[config.mk]
export PLATFORM = sky130hd
export DESIGN_NAME = fat_sweep_ctrl
export DESIGN_NICKNAME = d
export VERILOG_FILES = /design/src/rtl/fat_sweep_ctrl.sv
export SDC_FILE = /design/constraint.sdc
export NUM_CORES = 1
export LEC_CHECK = 0
export ABC_CLOCK_PERIOD_IN_PS = 4300
export CAP_MARGIN = 10
export CORE_UTILIZATION = 45
export CTS_BUF_LIST = sky130_fd_sc_hd__clkbuf_2
export CTS_CLUSTER_DIAMETER = 120
export DETAILED_ROUTE_END_ITERATION = 7
export PLACE_DENSITY = 0.92
export SYNTH_ARGS = -nofsm -noshare
export SYNTH_HDL_FRONTEND = slang
export SYNTH_SLANG_ARGS = --single-unit
export TNS_END_PERCENT = 10
[constraint.sdc]
create_clock -name clk -period 4.3 [get_ports clk]
set_clock_uncertainty 0.2 [all_clocks]
set_input_delay 0.43 -clock clk [delete_from_list [all_inputs] [get_ports clk]]
set_output_delay 0.43 -clock clk [all_outputs]
set_load 0.02 [all_outputs]
[src/rtl/fat_sweep_ctrl.sv]
`default_nettype none
// ============================================================================
// Module   : fat_sweep_ctrl
// Brief    : Force assign table controller: implication writes and backtrack sweeps.
// Revision : 1.0 - initial release
// ============================================================================
module fat_sweep_ctrl #(
  parameter int VAR_NUM     = 8,
  parameter int VAR_NUM_LOG = 3,
  parameter int LVL_W       = 3
) (
  input  logic                   clk,
  input  logic                   rst,
  input  logic                   imp_valid,
  output logic                   imp_ready,
  input  logic [VAR_NUM_LOG-1:0] imp_var,
  input  logic [LVL_W-1:0]       imp_lvl,
  input  logic                   bt_valid,
  output logic                   bt_ready,
  input  logic [LVL_W-1:0]       bt_lvl,
  output logic                   bt_done,
  output logic [VAR_NUM_LOG:0]   cleared_cnt,
  output logic                   busy,
  output logic                   fat_en,
  output logic                   fat_write,
  output logic [VAR_NUM_LOG-1:0] fat_address,
  output logic [LVL_W-1:0]       fat_in,
  input  logic [LVL_W-1:0]       fat_out
);

  typedef enum logic [1:0] {
    ST_IDLE  = 2'd0,
    ST_SWEEP = 2'd1,
    ST_DONE  = 2'd2
  } state_t;

  localparam logic [VAR_NUM_LOG-1:0] c_LAST_IDX = VAR_NUM_LOG'(VAR_NUM - 1);

  state_t                 r_state;
  state_t                 w_state_nxt;
  logic [VAR_NUM_LOG-1:0] r_idx;
  logic [LVL_W-1:0]       r_lvl_q;
  logic [VAR_NUM_LOG:0]   r_cleared_cnt;
  logic                   r_bt_done;
  logic                   w_clear;
  logic                   w_last;

  assign w_clear     = (r_state == ST_SWEEP) && (fat_out > r_lvl_q);
  assign w_last      = (r_idx == c_LAST_IDX);
  assign busy        = (r_state != ST_IDLE);
  assign bt_done     = r_bt_done;
  assign cleared_cnt = r_cleared_cnt;

  always_comb begin
    w_state_nxt = r_state;
    imp_ready   = 1'b0;
    bt_ready    = 1'b0;
    fat_en      = 1'b0;
    fat_write   = 1'b0;
    fat_address = '0;
    fat_in      = '0;
    case (r_state)
      ST_IDLE: begin
        bt_ready  = 1'b1;
        imp_ready = !bt_valid;
        if (bt_valid) begin
          w_state_nxt = ST_SWEEP;
        end else if (imp_valid) begin
          fat_en      = 1'b1;
          fat_write   = 1'b1;
          fat_address = imp_var;
          fat_in      = imp_lvl;
        end
      end
      ST_SWEEP: begin
        // Read-compare-clear in one cycle; write data stays zero.
        fat_en      = 1'b1;
        fat_address = r_idx;
        fat_write   = w_clear;
        if (w_last) w_state_nxt = ST_DONE;
      end
      ST_DONE: w_state_nxt = ST_IDLE;
      default: w_state_nxt = ST_IDLE;
    endcase
  end

  always_ff @(posedge clk) begin
    if (rst) begin
      r_state       <= ST_IDLE;
      r_idx         <= '0;
      r_lvl_q       <= '0;
      r_cleared_cnt <= '0;
      r_bt_done     <= 1'b0;
    end else begin
      r_state   <= w_state_nxt;
      r_bt_done <= (r_state == ST_SWEEP) && w_last;
      case (r_state)
        ST_IDLE: begin
          if (bt_valid) begin
            r_lvl_q       <= bt_lvl;
            r_idx         <= '0;
            r_cleared_cnt <= '0;
          end
        end
        ST_SWEEP: begin
          if (w_clear) r_cleared_cnt <= r_cleared_cnt + (VAR_NUM_LOG+1)'(1);
          if (!w_last) r_idx <= r_idx + VAR_NUM_LOG'(1);
        end
        default: ;
      endcase
    end
  end

endmodule
`default_nettype wire

==> flow_summary.yaml <==
drt:
  drt.antenna.violating_nets: 0
  finalWirelength_um: 1724
  wl_per_cell_um: 13.26
  drt_first_pass_iters: 4
  vias_per_cell: 5.723
  drc: 0
  drt-initial-drc-count: 6
  vias: 744
finish:
  layout-drive-gt1-share_pct: 8.696
  num_antenna_cells: 0
  fin_nets: 138
  area_delta_synth_final_pct: 49.20
timing:
  fmax_ghz: 0.3235
  tightest_slew_ps: 575.0
  hold_violations: 0
  rsz0062_at_grt: "false"
  timing.final.max_slew_violations: 0
  setup_viol: 0
  fin_setup_tns_ps: 0
  post-route-period-util_pct: 71.90
  max_slew_margin_pct: 61.38
  period_needed_ps: 3092
hold_path:
  hold_depth: 2
  min_to: "r_lvl_q[1]"
  hp-start: "r_lvl_q[1]"
  hp-class: "flip-flop to flip-flop"
clock_tree:
  clock-root-buffer: "clkbuf_2"
  cts_buffers: 3
  cts.path.max_buffers: 2
  postCtsSetupBuffers: 0
  clock_latency_ps: 260
  cts_sinks: 13
  ctsResizeCount: 0
  hold_buffers: 0
  clkTransAtPathRegs_ps: 130
  cts_tree: "done"
  htree_levels: 1
global_route:
  grt_max_degree: 14
  grt_pass1_wl_um: 2980
  grt_use_total_pct: 21.57
  first_global_vias: 721
  grt_overflow: 0
  antenna_found_initial: 0
synthesis:
  yosysSeqAreaShare_pct: 37.08
  syn_avg_cell_area_sq_um: 8.666
  ys_top_cells_by_count: "dfxtp_1, a21oi_1, nand2_1, ha_1, nand3_1"
  synth_top_area_share_pct: 37.08
  synthTopCellsByArea: "dfxtp_1, ha_1, a21oi_1"
  ys.flop_type: "dfxtp_1"
  syn_area_sq_um: 701.9
  ys_ff_latch: 13
  synth_nets: 103
  synth_top_cell_by_area: "dfxtp_1"
  synth_edf_count: 0
  yosys_warnings: 0
  synthCells: 81
  ys_async_sr_fraction_pct: 0
  synthDistinctLibCells: 25
  synth_most_common_cell: "dfxtp_1"
power_and_ir_drop:
  power.share.combinational_pct: 28.7
  power.leakage_nw: 0.4130
  power_frac_clock_pct: 23.8
  power_w: 0.0002707
  p_int_w: 0.0001874
  power_frac_seq_pct: 47.5
  peakVddDrop_uv: 211.8
  power.switching_w: 0.00008328
  power.density_mw_per_mm2: 258.5
  switching_share_pct: 30.77
setup_path:
  path_class: "input pin to output pin"
  cpMostUsedCell: "clkdlybuf4s50_1"
  crit_path_start_kind: "input pin"
  cp.arrival_ps: 2460
  timing.rr.end: "cleared_cnt[2]"
  cpPeakStageDelay_ps: 590
  cp_cell_sequence: "clkdlybuf4s50_1, nor3_1, and2_1, a22o_2, clkdlybuf4s50_1"
  setup.worst_path.end_class: "output pin"
  timing.rr.start: "r_lvl_q[1]"
  worstPathRequired_ps: 3670
  crit_slowest_cell: "clkdlybuf4s50_1"
  reg2reg_depth: 6
  cp_max_fo: 6
  reg2reg_slack_ps: 2420
floorplan:
  die_width_um: 41.50
  start_util_pct: 50.77
  io_pins: 32
  die_area_sq_mm: 0.001722
  core_area_sq_mm: 0.001383
  rows: 13
  die_height_um: 41.50
placed_design:
  dp_hpwl_um: 1341
  port_buffers: 31
  gp_routability_congestion: 0.7713
run:
  maxCapViolations: 0
outcome:
  outcome: "finished clean"
## how the worst max path moves through the flow
stage	end	slack [ps]	cells past startpoint	startpoint
3_3_place_gp	fat_write	1360	6	fat_out[1]
2_1_floorplan	fat_address[0]	2140	3	bt_valid
3_5_place_dp	fat_address[0]	1230	5	bt_valid
6_report	fat_address[0]	1210	5	bt_valid
4_1_cts	fat_address[0]	1210	5	bt_valid
5_1_grt	fat_address[1]	1080	5	bt_valid
## worst max-delay path: cells and delay by family
family,cells,cell delay [ps]
buf+inv,2,1090
simple gates,2,770
compound gates,1,160
## sequential cells by signal, indices dropped and copies added, names as in the netlist
signal	count
r_lvl_q	3
r_idx	3
cleared_cnt	4
bt_done	1
r_state	2
## placed cells by master (no fill, tap or decap), drive strengths merged, types with 3 or more instances in the layout
cell type	instances
a21oi	9
a22o	3
and3	3
clkbuf	4
clkdlybuf4s50	31
dfxtp	13
ha	6
inv	5
nand2	7
nand3	6
nor2	5
nor3b	3
o211ai	3
or3	3
## layout make-up
cell class | instances | area (sq um)
Timing Repair Buffer | 31 | 310.3
Sequential cell | 13 | 260.3
Tap cell | 15 | 18.77
Clock buffer | 4 | 20.02
Fill cell | 104 | 335.3
Multi-Input combinational cell | 62 | 419.2
Inverter | 5 | 18.77
## stage by stage
stage / util (%) / setup slack (ps) / area (sq um) / std cells / hold slack [ps]
floorplan: - / 2139 / 701.9 / 81 / 236.3
global placement: 74.30 / 1363 / 1027 / 126 / 244.8
detailed placement: 74.30 / 1229 / 1027 / 126 / 254.8
CTS: 75.75 / 1214 / 1047 / 130 / 272.7
global route: 75.75 / 1083 / 1047 / 130 / 294.5
finish: 75.75 / 1208 / 1047 / 130 / 267.3
## power by group through the flow
stage | registers, W | clock network [W] | logic, W
floorplan | 0.000131 | 0 | 0.0000402
CTS | 0.000129 | 0.0000657 | 0.0000780
detailed placement | 0.000131 | 0 | 0.0000774
global route | 0.000129 | 0.0000705 | 0.0000841
finish | 0.000129 | 0.0000645 | 0.0000776
global placement | 0.000131 | 0 | 0.0000749
## layer usage
layer,up-vias,global-route usage (%),part of all wire [%]
li1,366,-,-
met1,354,25.74,41
met2,20,37.19,53
met3,4,3.043,3.8
met4,0,10.97,2.5
met5,-,0,0
## cell families after synthesis
| kind of cell | Yosys count | synth area share (%) |
|---|---|---|
| and+or+nand+nor | 34 | 25.85 |
| AOI/OAI and AO/OA | 22 | 23.17 |
| DFF | 13 | 37.08 |
| buffers and inverters | 6 | 3.208 |
| adders and majority gates | 6 | 10.69 |
Power figures use the tool's default switching activity.
